## config.mk

```make
export PLATFORM = sky130hd
export DESIGN_NAME = noc_apb_bridge
export DESIGN_NICKNAME = d
export VERILOG_FILES = /design/src/rtl/noc_pkg.sv /design/src/rtl/noc_apb_decode.sv /design/src/rtl/noc_apb_bridge.sv
export SDC_FILE = /design/constraint.sdc
export NUM_CORES = 1
export LEC_CHECK = 0
export ABC_AREA = 1
export BUFFER_PORTS_ARGS = -buffer_cell sky130_fd_sc_hd__buf_2
export CAP_MARGIN = 5
export CORE_AREA = 2 2 257 259
export DETAILED_ROUTE_END_ITERATION = 10
export DIE_AREA = 0 0 259 261
export GPL_ROUTABILITY_DRIVEN = 0
export GPL_TIMING_DRIVEN = 1
export PLACE_DENSITY = 0.45
export REMOVE_ABC_BUFFERS = 1
export SYNTH_ARGS = -nofsm -noshare
export SYNTH_HDL_FRONTEND = slang
export SYNTH_HIERARCHICAL = 1
export SYNTH_SLANG_ARGS = --single-unit
```

## constraint.sdc

```tcl
create_clock -name clk -period 1.8 [get_ports clk]
set_input_delay 0.27 -clock clk [delete_from_list [all_inputs] [get_ports clk]]
set_output_delay 0.27 -clock clk [all_outputs]
set_load 0.02 [all_outputs]
```

## src/rtl/noc_pkg.sv

```systemverilog
// noc_pkg: shared NoC peripheral window, APB bridge state type and index-width helpers
package noc_pkg;

    localparam logic [55:0] PERIPH_BASE = 56'h4000_0000;
    localparam logic [55:0] PERIPH_SIZE = 56'h1000_0000;

    typedef enum logic [1:0] {IDLE, SETUP, ACCESS, RESP} apb_state_e;

    // Width of a slot index; never zero so single-slot builds still get a 1-bit field.
    function automatic int slot_w(input int n);
        return (n > 1) ? $clog2(n) : 1;
    endfunction

    // Width of a 32-bit lane index within a NoC data word.
    function automatic int lane_w(input int dw);
        return (dw > 32) ? $clog2(dw / 32) : 1;
    endfunction

endpackage

```

## src/rtl/noc_apb_decode.sv

```systemverilog
// noc_apb_decode: maps a NoC byte address to {valid, slot, lane, slot-relative offset}
module noc_apb_decode
    import noc_pkg::*;
#(
    parameter int                    NUM_SLAVES  = 8,
    parameter int                    ADDR_WIDTH  = 56,
    parameter int                    DATA_WIDTH  = 128,
    parameter logic [ADDR_WIDTH-1:0] PERIPH_BASE = ADDR_WIDTH'(noc_pkg::PERIPH_BASE),
    parameter int                    SLOT_SHIFT  = 24
) (
    input  logic [ADDR_WIDTH-1:0]             i_addr,
    output logic                              o_valid,
    output logic [slot_w(NUM_SLAVES)-1:0]     o_slot,
    output logic [lane_w(DATA_WIDTH)-1:0]     o_lane,
    output logic [SLOT_SHIFT-1:0]             o_offset
);

    localparam int                    SW  = slot_w(NUM_SLAVES);
    localparam int                    LW  = lane_w(DATA_WIDTH);
    localparam logic [ADDR_WIDTH-1:0] WIN = ADDR_WIDTH'(1) << (SLOT_SHIFT + 4);

    logic [ADDR_WIDTH-1:0] w_off;
    logic [3:0]            w_slot4;

    // Window check uses the offset so a below-base address (which wraps) fails it too.
    always_comb begin
        w_off    = i_addr - PERIPH_BASE;
        w_slot4  = w_off[SLOT_SHIFT+3:SLOT_SHIFT];
        o_valid  = (i_addr >= PERIPH_BASE) && (w_off < WIN) &&
                   ({1'b0, w_slot4} < 5'(NUM_SLAVES)) && (i_addr[1:0] == 2'b00);
        o_slot   = w_slot4[SW-1:0];
        o_lane   = (DATA_WIDTH > 32) ? i_addr[LW+1:2] : '0;
        o_offset = w_off[SLOT_SHIFT-1:0];
    end

endmodule

```

## src/rtl/noc_apb_bridge.sv

```systemverilog
// noc_apb_bridge: single-outstanding NoC peripheral request to APB master with timeout
module noc_apb_bridge
    import noc_pkg::*;
#(
    parameter int                    NUM_SLAVES     = 8,
    parameter int                    ADDR_WIDTH     = 56,
    parameter int                    DATA_WIDTH     = 128,
    parameter logic [ADDR_WIDTH-1:0] PERIPH_BASE    = ADDR_WIDTH'(noc_pkg::PERIPH_BASE),
    parameter int                    SLOT_SHIFT     = 24,
    parameter int                    TIMEOUT_CYCLES = 1024
) (
    input  logic                       clk,
    input  logic                       rst_n,
    input  logic                       periph_req_in,
    input  logic                       periph_we_in,
    input  logic [ADDR_WIDTH-1:0]      periph_addr_in,
    input  logic [DATA_WIDTH-1:0]      periph_wdata_in,
    output logic [DATA_WIDTH-1:0]      periph_rdata_out,
    output logic                       periph_ack_out,
    output logic                       periph_error_out,
    output logic [NUM_SLAVES-1:0]      psel_out,
    output logic                       penable_out,
    output logic                       pwrite_out,
    output logic [SLOT_SHIFT-1:0]      paddr_out,
    output logic [31:0]                pwdata_out,
    input  logic [NUM_SLAVES*32-1:0]   prdata_in,
    input  logic [NUM_SLAVES-1:0]      pready_in,
    input  logic [NUM_SLAVES-1:0]      pslverr_in
);

    localparam int SW = slot_w(NUM_SLAVES);
    localparam int LW = lane_w(DATA_WIDTH);
    localparam int CW = (TIMEOUT_CYCLES > 2) ? $clog2(TIMEOUT_CYCLES) : 1;

    apb_state_e             r_state;
    logic [SW-1:0]          r_slot;
    logic [LW-1:0]          r_lane;
    logic [CW-1:0]          r_cnt;
    logic                   w_valid;
    logic [SW-1:0]          w_slot;
    logic [LW-1:0]          w_lane;
    logic [SLOT_SHIFT-1:0]  w_offset;
    logic [DATA_WIDTH-1:0]  w_rdata;

    noc_apb_decode #(
        .NUM_SLAVES (NUM_SLAVES),
        .ADDR_WIDTH (ADDR_WIDTH),
        .DATA_WIDTH (DATA_WIDTH),
        .PERIPH_BASE(PERIPH_BASE),
        .SLOT_SHIFT (SLOT_SHIFT)
    ) u_decode (
        .i_addr  (periph_addr_in),
        .o_valid (w_valid),
        .o_slot  (w_slot),
        .o_lane  (w_lane),
        .o_offset(w_offset)
    );

    // Selected slot's read word placed back into the lane it was addressed in.
    always_comb w_rdata = DATA_WIDTH'(prdata_in[r_slot*32 +: 32]) << (r_lane * 32);

    // Bridge FSM with all APB and NoC response outputs registered.
    always_ff @(posedge clk or negedge rst_n) begin
        if (!rst_n) begin
            r_state          <= IDLE;
            r_slot           <= '0;
            r_lane           <= '0;
            r_cnt            <= '0;
            psel_out         <= '0;
            penable_out      <= 1'b0;
            pwrite_out       <= 1'b0;
            paddr_out        <= '0;
            pwdata_out       <= '0;
            periph_ack_out   <= 1'b0;
            periph_error_out <= 1'b0;
            periph_rdata_out <= '0;
        end else begin
            case (r_state)
                IDLE: if (periph_req_in) begin
                    if (w_valid) begin
                        r_slot     <= w_slot;
                        r_lane     <= w_lane;
                        pwrite_out <= periph_we_in;
                        paddr_out  <= w_offset;
                        pwdata_out <= periph_wdata_in[w_lane*32 +: 32];
                        psel_out   <= NUM_SLAVES'(1) << w_slot;
                        r_state    <= SETUP;
                    end else begin
                        periph_ack_out   <= 1'b1;
                        periph_error_out <= 1'b1;
                        periph_rdata_out <= '0;
                        r_state          <= RESP;
                    end
                end
                SETUP: begin
                    penable_out <= 1'b1;
                    r_state     <= ACCESS;
                end
                ACCESS: begin
                    if (pready_in[r_slot]) begin
                        psel_out         <= '0;
                        penable_out      <= 1'b0;
                        r_cnt            <= '0;
                        periph_ack_out   <= 1'b1;
                        periph_error_out <= pslverr_in[r_slot];
                        periph_rdata_out <= pwrite_out ? '0 : w_rdata;
                        r_state          <= RESP;
                    end else if (r_cnt == CW'(TIMEOUT_CYCLES - 1)) begin
                        psel_out         <= '0;
                        penable_out      <= 1'b0;
                        r_cnt            <= '0;
                        periph_ack_out   <= 1'b1;
                        periph_error_out <= 1'b1;
                        periph_rdata_out <= '0;
                        r_state          <= RESP;
                    end else begin
                        r_cnt <= r_cnt + 1'b1;
                    end
                end
                RESP: begin
                    periph_ack_out   <= 1'b0;
                    periph_error_out <= 1'b0;
                    r_state          <= IDLE;
                end
                default: r_state <= IDLE;
            endcase
        end
    end

endmodule

```

==> flow_summary.toml, run 1 <==
[setup_path]
worst_r2r_endpoint = "periph_rdata_out[120]$_DFFE_PN0P_"
cp_top_family = "simple AND/OR/NAND/NOR gates"
critPathSlowestCell = "sky130_fd_sc_hd__dfrtp_4"
cp.required_ns = 2.26
crit_buf_inv = 3
setup.reg_to_reg.worst_slack_ns = -0.18
critical_path.reg2reg.startpoint = "r_slot[0]$_DFFE_PN0P_"
arrival_ns = 2.43
critical-path-max-stage-delay_ns = 0.57
critical_path_cell_by_cell = "clkbuf_16, nand2_2, nand3_2, nand3_2, nand2_4, nand3_4, nand3b_4, buf_12, clkbuf_16, nand2_1, nand2_1"
worstPathMaxFanout = 17
crit_type = "reg -> reg"
worstSetupEndpointType = "flip-flop"
timing.critical_path.from_type = "flip-flop"
worst-r2r-cell-count = 11

[worst_hold_path]
whs_endpoint = "psel_out[0]$_DFFE_PN0P_"
worstHoldPathCells = 4
hold_path_class = "in -> reg"
hold_path_startpoint = "periph_addr_in[25]"

[logic_synthesis]
synth_area_um2 = 13480
ys.warnings.count = 6
number_of_register_bits_inferred_by_synthesis = 213
synth_area_in_simple_gates_pct = 41.58
postSynthAreaPerCell_um2 = 6.508
ys_seq_area_share_pct = 39.53
yosys.area_share.xor_xnor_pct = 0.5196
adder_and_majority_cell_fraction_of_the_synthesized_area_pct = 0.5567
muxShareOfSynthArea_pct = 0
synthesized_instance_count = 2072
ys_types = 32
synth_top_family_by_area = "simple AND/OR/NAND/NOR gates"
synth_compound_area_share_pct = 9.929

[power_and_ir_drop]
power.density_cell_area_nw_per_um2 = 960.3
cell_internal_pwr_uw = 12720
swShare_pct = 38.21
sequentialPowerShare_pct = 26.5
power_frac_comb_pct = 46.1
vdd_drop_max_v = 0.0007933
total_leakage_power_uw = 0.01142
power_share_of_the_clock_group_pct = 27.5
net-switching-power_uw = 7865

[floorplanning]
initial_utilization_pct = 20.73
die-area_um2 = 67600
placementRows = 94
ioPinCount = 656
chipHeight_um = 261
die_width_um = 259
fp.coreArea_um2 = 65040

[drt]
via_count = 17000
drt.antenna.violating_nets = 0
wire_per_inst_um = 19.84
postRouteWirelength_um = 72790
drtPass1Iterations = 5
dr.first_iter.drc_count = 973
post-route-drc-count = 0
route.detailed.vias_per_inst = 4.635

[clock_tree]
worst_skew_pair.late_latency_ns = 0.56
cts_root_buf = "sky130_fd_sc_hd__clkbuf_16"
clk_path_buf_depth = 3
clock-sinks = 213
cts_htree_levels = 1
cts_tree = "yes"
tritoncts_buffers = 28
clk_pin_slew_ns = 0.06

[global_route]
grt_overflow = 0
antenna_found_initial = 9
maximum_number_of_pins_on_one_net_before_global_route_repair = 66
grt_pass1_vias = 16040
grtUsageTotal_pct = 18.60
grt_pass1_wl_um = 96830

[run_status]
failed_checks = "negative setup slack"
outcome = "complete, but fails checks"

[cells_and_area]
flow.area_growth_from_synthesis_pct = 58.97
n_fill_cell = 7043
layout_commonest_cell = "sky130_fd_sc_hd__buf_2"
nets = 3246
instances_no_fill = 3668
layout-drive-gt1-share_pct = 38.00
commonest_cells_after_routing_fill_and_taps_aside = "sky130_fd_sc_hd__buf_2, sky130_fd_sc_hd__nand2_1, sky130_fd_sc_hd__nor2_1"

[sta]
finalCriticalPeriod_ns = 1.975
clock-skew-final_ns = 0.01208
setup_viol = 164
hold_violations = 0
setup_slack_ns = -0.1754
slew_headroom_pct = 68.11
layout_worst_path_cycle_share_pct = 109.7
max_slew.worst_pin.slew_ns = 0.4783
whs_ns = 0.04428
grt_setup_unrepaired = "yes"
slew_limit_fails = 0
fmaxAchievable_mhz = 506.2

[place]
io_buffer_count = 655
detailed_placement_wirelength_estimate_um = 51780
dpl.cell_count = 3541

[job]
cap_viol_max_count = 0
cell type report:
cell class / count / area [µm²] / area share (%)
flip-flops and latches: 213 / 5340 / 24.91
multi-input cells: 1636 / 7801 / 36.39
inverters: 46 / 202.7 / 0.9456
well taps: 864 / 1081 / 5.043
clock inverters: 13 / 127.6 / 0.5954
repair buffers: 855 / 6087 / 28.40
diodes: 4 / 10.01 / 0.04670
clock buffers: 37 / 785.8 / 3.666
power groups by stage:
stage          Combinational [µW]  Sequential [µW]  Clock, µW
4_1_cts                      6980             5430       5840
3_5_place_dp                 6570             5510          0
3_3_place_gp                 6540             5500          0
5_1_grt                     10100             5490       6020
6_report                     9480             5450       5660
2_1_floorplan                2000             5760          0
synthesized netlist by cell type:
master | count | area, µm²
sky130_fd_sc_hd__clkbuf_1 | 70 | 262.8
sky130_fd_sc_hd__nand3_1 | 290 | 1451
sky130_fd_sc_hd__o21ai_1 | 8 | 40.04
sky130_fd_sc_hd__nor2_4 | 3 | 33.78
sky130_fd_sc_hd__xnor2_1 | 2 | 17.52
sky130_fd_sc_hd__nand2_2 | 4 | 25.02
sky130_fd_sc_hd__dfrtp_1 | 213 | 5330
sky130_fd_sc_hd__buf_2 | 49 | 245.2
sky130_fd_sc_hd__buf_1 | 16 | 60.06
sky130_fd_sc_hd__nand3_2 | 2 | 20.02
sky130_fd_sc_hd__inv_2 | 4 | 15.01
sky130_fd_sc_hd__nor2_1 | 497 | 1866
sky130_fd_sc_hd__nand3_4 | 1 | 17.52
sky130_fd_sc_hd__and2_1 | 2 | 12.51
sky130_fd_sc_hd__nand3b_2 | 1 | 11.26
sky130_fd_sc_hd__nand3b_1 | 2 | 15.01
sky130_fd_sc_hd__o21ai_0 | 210 | 1051
sky130_fd_sc_hd__clkinv_1 | 1 | 3.750
sky130_fd_sc_hd__a21oi_1 | 3 | 15.01
sky130_fd_sc_hd__nor2_2 | 7 | 43.79
sky130_fd_sc_hd__or2_2 | 1 | 6.260
sky130_fd_sc_hd__nor3_1 | 3 | 15.01
sky130_fd_sc_hd__xor2_1 | 6 | 52.55
sky130_fd_sc_hd__nand2_1 | 544 | 2042
sky130_fd_sc_hd__buf_6 | 2 | 22.52
sky130_fd_sc_hd__buf_4 | 40 | 300.3
sky130_fd_sc_hd__o22ai_1 | 36 | 225.2
sky130_fd_sc_hd__nand4_1 | 6 | 37.54
sky130_fd_sc_hd__o31ai_1 | 1 | 7.510
sky130_fd_sc_hd__nor3_2 | 1 | 10.01
sky130_fd_sc_hd__ha_1 | 6 | 75.07
sky130_fd_sc_hd__inv_1 | 41 | 153.9
worst register-to-register path, cell delays in order (launching register included):
cell	delay, ns
sky130_fd_sc_hd__dfrtp_4	0.57
sky130_fd_sc_hd__clkbuf_16	0.21
sky130_fd_sc_hd__nand2_2	0.07
sky130_fd_sc_hd__nand3_2	0.08
sky130_fd_sc_hd__nand3_2	0.09
sky130_fd_sc_hd__nand2_4	0.08
sky130_fd_sc_hd__nand3_4	0.10
sky130_fd_sc_hd__nand3b_4	0.12
sky130_fd_sc_hd__buf_12	0.18
sky130_fd_sc_hd__clkbuf_16	0.23
sky130_fd_sc_hd__nand2_1	0.08
sky130_fd_sc_hd__nand2_1	0.06
kinds of logic (layout without fill, tap and decap cells):
kind of cell,Yosys count,in the layout
compound gates,258,258
xor+xnor,8,8
fa+ha+maj,6,6
buf+inv,223,951
flops,213,213
other cells,0,4
simple gates,1364,1364
what timing repair did:
action	in CTS	in global routing
setup buffers	1	13
hold buffers	25	0
endpoints found under the setup margin	197	200
gates resized for setup	36	257
cloned	2	32
endpoints found under the hold margin	237	0
pin swaps	1	58
stage by stage:
step                cell area [µm²]  power [µW]  setup TNS, ns  util, %  setup slack (ns)
global route                  21430       21620         -41.43    32.95           -0.2792
global placement              18430       12040        -121.74    28.33           -0.6580
CTS                           19790       18240         -18.67    30.43           -0.1846
detailed placement            18430       12080        -131.58    28.33           -0.7254
finish                        21440       20580         -14.33    32.96           -0.1754
floorplan                     12590        7756       -1021.58        -            -6.444
sequential cells by signal (all words and copies together), names as in the netlist, 2 cells and up:
name	cells
r_slot	3
r_cnt	10
r_state	2
periph_rdata_out	128
r_lane	2
psel_out	8
paddr_out	24
pwdata_out	32
worst max path at each step:
stage	from	end	cells after the start
after global placement	periph_addr_in[40]	paddr_out[11]$_DFFE_PN0P_	15
after floorplan	periph_addr_in[31]	periph_rdata_out[0]$_DFFE_PN0P_	11
final	r_slot[0]$_DFFE_PN0P_	periph_rdata_out[120]$_DFFE_PN0P_	11
after global routing	periph_addr_in[49]	periph_rdata_out[79]$_DFFE_PN0P_	15
after CTS	r_slot[0]$_DFFE_PN0P_	periph_rdata_out[46]$_DFFE_PN0P_	10
after detailed placement	periph_addr_in[39]	pwdata_out[4]$_DFFE_PN0P_	15
per-layer routing:
layer / vias up / global-route usage (%) / wire length, µm / part of all wire [%]
met1: 8057 / 22.07 / 29010 / 40
met3: 96 / 3.630 / 5148 / 7.1
li1: 8096 / - / - / -
met4: 6 / 6.037 / 2110 / 2.9
met2: 745 / 33.59 / 36480 / 50
met5: - / 0 / 41 / 0.056
Power figures use the tool's default switching activity.
==> inputs of run 2 (changes only) <==
ABC_AREA = 0   (was 1)
CORE_AREA = 2 2 252 254   (was 2 2 257 259)
DIE_AREA = 0 0 254 256   (was 0 0 259 261)
RECOVER_POWER = 100   (was unset)
==> run 2 against run 1 <==
Net effect: final cell count is 32% lower; maximum frequency is 17% lower; sequential power grew 4%; register-to-register slack got worse by 0.40 ns; area after synthesis shrank 3.9%; the run still ends with negative setup slack left; final area shrank 8.9%.
==> flow_summary.toml, run 2 <==
[power_and_ir_drop]
power_frac_comb_pct = 43.6
sequentialPowerShare_pct = 28.1
power_share_of_the_clock_group_pct = 28.3
vdd_drop_max_v = 0.0005857
cell_internal_pwr_uw = 13350
net-switching-power_uw = 6786
power.density_cell_area_nw_per_um2 = 1032
total_leakage_power_uw = 0.009538
swShare_pct = 33.69

[run_status]
failed_checks = "negative setup slack"
outcome = "complete, but fails checks"

[floorplanning]
die_width_um = 254
placementRows = 92
chipHeight_um = 256
initial_utilization_pct = 20.77
fp.coreArea_um2 = 62390
die-area_um2 = 65020
ioPinCount = 656

[logic_synthesis]
synth_ff_type = "sky130_fd_sc_hd__dfrtp_1"
synth_most_common_cell = "sky130_fd_sc_hd__dfrtp_1"
postSynth.asyncResetShare_pct = 100.0
synth.top_cells.by_count = "sky130_fd_sc_hd__dfrtp_1, sky130_fd_sc_hd__mux2_2, sky130_fd_sc_hd__and3_1"
synth_area_um2 = 12960
synthesized_instance_count = 899
number_of_register_bits_inferred_by_synthesis = 213
ys_seq_area_share_pct = 41.14
yosysTopAreaCellShare_pct = 41.14
ys.warnings.count = 6
netlist.top_cell.by_area = "sky130_fd_sc_hd__dfrtp_1"
postSynthAreaPerCell_um2 = 14.41
number_of_enable_type_register_cells_in_the_synthesized_netlist = 0
ys_types = 49
top_area_cells_in_the_synthesized_netlist = "sky130_fd_sc_hd__dfrtp_1, sky130_fd_sc_hd__mux4_2, sky130_fd_sc_hd__mux2_4, sky130_fd_sc_hd__mux2_2, sky130_fd_sc_hd__and3_1"

[sta]
hold_violations = 0
fin_tns_setup_ns = -95.52
layout_worst_path_cycle_share_pct = 132.2
setup_slack_ns = -0.5801
slew_headroom_pct = 39.75
slew_limit_fails = 0
fmaxAchievable_mhz = 420.2
max_slew.worst_pin.slew_ns = 0.9037
finalCriticalPeriod_ns = 2.380
clock-skew-final_ns = 0.02127
setup_viol = 210
grt_setup_unrepaired = "yes"

[cells_and_area]
largest_reg_flops = 128
nets = 2106
instances_no_fill = 2510
registers.top_by_ff_count = "periph_rdata_out"
largestRegisters = "periph_rdata_out x128, pwdata_out x32, paddr_out x24"
layout-drive-gt1-share_pct = 59.82
flow.area_growth_from_synthesis_pct = 50.69
layout_commonest_cell = "sky130_fd_sc_hd__buf_2"
commonest_cells_after_routing_fill_and_taps_aside = "sky130_fd_sc_hd__buf_2, sky130_fd_sc_hd__clkbuf_1, sky130_fd_sc_hd__dfrtp_1"
postLayoutCellArea_um2 = 19530
n_fill_cell = 6470

[global_route]
grt_overflow = 0
maximum_number_of_pins_on_one_net_before_global_route_repair = 107
grtUsageTotal_pct = 15.05
grt_pass1_vias = 11730
grt_pass1_wl_um = 74320
antenna_found_initial = 8

[setup_path]
arrival_ns = 2.82
worstPathMaxFanout = 53
crit_type = "reg -> reg"
timing.critical_path.from_type = "flip-flop"
worst-r2r-cell-count = 6
worstSetupEndpointType = "flip-flop"
cp.required_ns = 2.24

[drt]
route.detailed.vias_per_inst = 4.358
postRouteWirelength_um = 51040
post-route-drc-count = 0
via_count = 10940
drtPass1Iterations = 4
wire_per_inst_um = 20.33
dr.first_iter.drc_count = 449
drt.antenna.violating_nets = 0

[worst_hold_path]
hold_path_class = "in -> reg"
worstHoldPathCells = 3

[job]
cap_viol_max_count = 0

[clock_tree]
clk_pin_slew_ns = 0.06
tritoncts_buffers = 28
cts_root_buf = "sky130_fd_sc_hd__clkbuf_16"
cts_tree = "yes"
clock-sinks = 213
worst_skew_pair.late_latency_ns = 0.57
cts_htree_levels = 1
clk_path_buf_depth = 3

[place]
detailed_placement_wirelength_estimate_um = 38130
dpl.cell_count = 2402
io_buffer_count = 655
detailed_place.area_um2 = 17720
pre_cts_slack_ns = -1.202
==> run 2: changes by cell type after synthesis, sizes merged, moves of 29 or more <==
cell / change
inv: -37
o22ai: -34
and3: +130
o21ai: -213
nand3: -287
mux2: +233
nand2: -541
nor2: -502
clkbuf: -29
mux4: +100
buf: -39
==> run 2: path summary, 6_finish.rpt <==
kind	start	end	slack [ns]
worst max-delay path	r_slot[0]$_DFFE_PN0P_	periph_rdata_out[16]$_DFFE_PN0P_	-0.58
worst min-delay path	periph_addr_in[1]	paddr_out[1]$_DFFE_PN0P_	0.08
worst max register to register	r_slot[0]$_DFFE_PN0P_	periph_rdata_out[16]$_DFFE_PN0P_	-0.58
worst min register to register	penable_out$_DFFE_PN0P_	penable_out$_DFFE_PN0P_	0.49
max in group asynchronous	rst_n	periph_rdata_out[41]$_DFFE_PN0P_	0.25
min in group asynchronous	rst_n	paddr_out[5]$_DFFE_PN0P_	0.39
==> run 2: metrics by stage <==
| step | total power [µW] | util (%) | hold WS, ns |
|---|---|---|---|
| after CTS | 20520 | 31.63 | 0.02722 |
| after global placement | 12930 | 28.40 | 0.2540 |
| final | 20140 | 31.30 | 0.07590 |
| after global routing | 21170 | 31.30 | 0.04202 |
| after detailed placement | 13020 | 28.40 | 0.2519 |
| after floorplan | 8191 | - | -0.02559 |
==> run 2: logic make-up (layout without fill, tap and decap cells) <==
kind of cell    Yosys count  in the layout  share of synthesized area, %
simple gates            189            189                         9.154
buf+inv                 117            878                         5.948
xor+xnor                  3              3                        0.2028
other cells               0              4                             0
flops                   213            213                         41.14
mux                     340            340                         41.19
compound gates           31             31                         1.786
fa+ha+maj                 6              6                        0.5794
==> run 2: worst max-delay path, stage by stage, from the launching register on <==
cell and delay, ns:
sky130_fd_sc_hd__dfrtp_4 0.48, sky130_fd_sc_hd__mux4_2 0.57, sky130_fd_sc_hd__buf_6 0.14, sky130_fd_sc_hd__mux2_4 0.35, sky130_fd_sc_hd__buf_16 0.19, sky130_fd_sc_hd__and3_4 0.22
sky130_fd_sc_hd__mux2_4 0.24
==> run 2: power by group through the flow <==
stage | clock (µW) | combinational (µW) | sequential, µW
detailed placement | 0 | 7290 | 5720
floorplan | 0 | 2310 | 5880
finish | 5700 | 8790 | 5650
CTS | 5970 | 8900 | 5650
global placement | 0 | 7210 | 5720
global route | 6150 | 9290 | 5720
==> run 2: routing by layer <==
| layer | routed length (µm) | global-route usage [%] |
|---|---|---|
| met1 | 21610 | 19.27 |
| met2 | 25620 | 26.02 |
| met3 | 2789 | 2.898 |
| met4 | 999 | 3.431 |
| met5 | 14 | 0 |
==> run 2: final cells by class <==
class / count / area (µm²) / area share (%)
Antenna cell: 4 / 10.01 / 0.05127
Clock buffer: 40 / 785.8 / 4.024
Clock inverter: 10 / 138.9 / 0.7113
Inverter: 8 / 30.03 / 0.1538
Multi-Input combinational cell: 569 / 7056 / 36.14
Sequential cell: 213 / 5339 / 27.34
Tap cell: 846 / 1059 / 5.421
Timing Repair Buffer: 820 / 5107 / 26.16
==> run 2: timing repair <==
| item | CTS | global route |
|---|---|---|
| resized for setup | 85 | 17 |
| endpoints found under the hold margin | 62 | 0 |
| setup endpoints to repair | 211 | 213 |
| cloned | 13 | 3 |
| pin swaps | 5 | 3 |
| setup buffers | 17 | 1 |
| hold buffers | 23 | 0 |
==> inputs of run 3 (changes only) <==
PLACE_DENSITY = 0.44   (was 0.45)
SKIP_CTS_REPAIR_TIMING = 1   (was unset)
clock period = 3 ns   (was 1.8 ns; I/O delays follow)
==> run 3 against run 2 <==
Net effect: sequential share of layout area increased by 3.1 points; register-to-register slack gained 0.83 ns; the run ends with max-capacitance violations, max-slew violations left; critical path depth up 4; critical path type is now in -> reg; via count is 5.7% lower.
==> flow_summary.toml, run 3 (same netlist as run 2, synthesis figures left out) <==
[global_route]
maximum_number_of_pins_on_one_net_before_global_route_repair = 84
grtUsageTotal_pct = 14.18
grt_overflow = 0
antenna_found_initial = 7
grt_pass1_wl_um = 70820
grt_pass1_vias = 11110

[power_and_ir_drop]
power_share_of_the_clock_group_pct = 34.1
power_frac_comb_pct = 33.3
power.total_uw = 10460
cell_internal_pwr_uw = 6902
sequentialPowerShare_pct = 32.6
power.density_cell_area_nw_per_um2 = 596.2
net-switching-power_uw = 3553
total_leakage_power_uw = 0.008649
vdd_drop_max_v = 0.0003637
swShare_pct = 33.99

[sta]
slew_limit_fails = 82
fin_tns_setup_ns = 0
setup_viol = 0
max_slew.worst_pin.slew_ns = 2.044
hold_violations = 0
layout_worst_path_cycle_share_pct = 92.93
clock-skew-final_ns = 0.01770
finalCriticalPeriod_ns = 2.788
slew_headroom_pct = -36.29
grt_setup_unrepaired = "no"
fmaxAchievable_mhz = 358.7

[clock_tree]
worst_skew_pair.late_latency_ns = 0.56
cts_tree = "yes"
cts_root_buf = "sky130_fd_sc_hd__clkbuf_16"
clk_path_buf_depth = 3
tritoncts_buffers = 28
cts_htree_levels = 1
clock-sinks = 213
clk_pin_slew_ns = 0.06

[floorplanning]
chipHeight_um = 256
placementRows = 92
die-area_um2 = 65020
fp.coreArea_um2 = 62390
initial_utilization_pct = 20.77
die_width_um = 254
ioPinCount = 656

[drt]
via_count = 10320
wire_per_inst_um = 20.10
drtPass1Iterations = 5
route.detailed.vias_per_inst = 4.306
drt.antenna.violating_nets = 0
dr.first_iter.drc_count = 425
postRouteWirelength_um = 48170
post-route-drc-count = 0

[run_status]
failed_checks = "max-capacitance violations, max-slew violations"
outcome = "complete, but fails checks"

[setup_path]
critical_path.reg2reg.startpoint = "r_slot[0]$_DFFE_PN0P_"
setup.reg_to_reg.worst_slack_ns = 0.25
timing.critical_path.from_type = "input port"
worst-r2r-cell-count = 6
arrival_ns = 3.21
worstSetupEndpointType = "flip-flop"
worst_r2r_endpoint = "periph_rdata_out[83]$_DFFE_PN0P_"
crit_type = "in -> reg"
cp.required_ns = 3.42
worstPathMaxFanout = 8

[cells_and_area]
commonest_cells_after_routing_fill_and_taps_aside = "sky130_fd_sc_hd__buf_2, sky130_fd_sc_hd__dfrtp_1, sky130_fd_sc_hd__clkbuf_1"
largest_reg_flops = 128
flow.area_growth_from_synthesis_pct = 35.33
largestRegisters = "periph_rdata_out x128, pwdata_out x32, paddr_out x24"
postLayoutCellArea_um2 = 17540
postLayoutCoreUtil_pct = 28.11
layout_commonest_cell = "sky130_fd_sc_hd__buf_2"
layout-drive-gt1-share_pct = 53.20
nets = 1991
instances_no_fill = 2396
registers.top_by_ff_count = "periph_rdata_out"

[place]
dpl.cell_count = 2340
detailed_placement_wirelength_estimate_um = 36540
detailed_place.area_um2 = 17170
io_buffer_count = 655

[worst_hold_path]
hold_path_class = "in -> reg"
hold_path_startpoint = "periph_addr_in[15]"
worstHoldPathCells = 2
whs_endpoint = "paddr_out[15]$_DFFE_PN0P_"

[job]
cap_viol_max_count = 1
## run 3: layout make-up
type	instances	area, µm²
Antenna cell	3	7.507
Fill cell	6688	44850
Tap cell	846	1059
Clock buffer	41	850.8
Sequential cell	213	5339
Multi-Input combinational cell	569	6604
Timing Repair Buffer	705	3508
Clock inverter	11	137.6
Inverter	8	30.03
## run 3: critical path: stages
cell	delay (ns)
sky130_fd_sc_hd__buf_2	0.10
sky130_fd_sc_hd__or4_1	0.60
sky130_fd_sc_hd__nor3_1	0.17
sky130_fd_sc_hd__o21ai_0	0.12
sky130_fd_sc_hd__nor4_1	0.42
sky130_fd_sc_hd__clkbuf_1	0.18
sky130_fd_sc_hd__nand3_1	0.14
sky130_fd_sc_hd__a22oi_1	0.17
sky130_fd_sc_hd__clkbuf_1	0.48
sky130_fd_sc_hd__mux2_2	0.40
## run 3: routing by layer
layer | wire, µm | track usage, % | share of wire (%)
met1 | 20620 | 18.46 | 43
met2 | 23850 | 24.24 | 50
met3 | 2731 | 2.654 | 5.7
met4 | 952 | 3.203 | 2.0
met5 | 13 | 0 | 0.027
## run 3: worst max path at each step
stage,slack (ns),end,from,cells after the start
2_1_floorplan,-6.07,periph_rdata_out[46]$_DFFE_PN0P_,r_slot[0]$_DFFE_PN0P_,4
3_3_place_gp,-0.11,periph_rdata_out[58]$_DFFE_PN0P_,periph_addr_in[35],10
3_5_place_dp,-0.12,periph_rdata_out[58]$_DFFE_PN0P_,periph_addr_in[35],10
4_1_cts,0.41,periph_rdata_out[64]$_DFFE_PN0P_,r_state[0]$_DFFE_PN0P_,8
5_1_grt,0.10,periph_rdata_out[83]$_DFFE_PN0P_,r_slot[0]$_DFFE_PN0P_,6
6_report,0.21,psel_out[0]$_DFFE_PN0P_,periph_addr_in[40],10
## run 3: power groups by stage
stage	sequential (µW)	clock, µW	combinational (µW)
final	3410	3560	3480
after global routing	3450	3830	3760
after CTS	3420	3710	4100
after detailed placement	3460	0	4090
after global placement	3460	0	4040
after floorplan	3630	0	1780
## run 3: stage by stage
stage | setup WS [ns] | hold slack [ns]
2_1_floorplan | -6.073 | 0.1544
3_3_place_gp | -0.1093 | 0.4764
3_5_place_dp | -0.1183 | 0.4870
4_1_cts | 0.4085 | -0.1144
5_1_grt | 0.1019 | 0.09284
6_report | 0.2122 | 0.1272
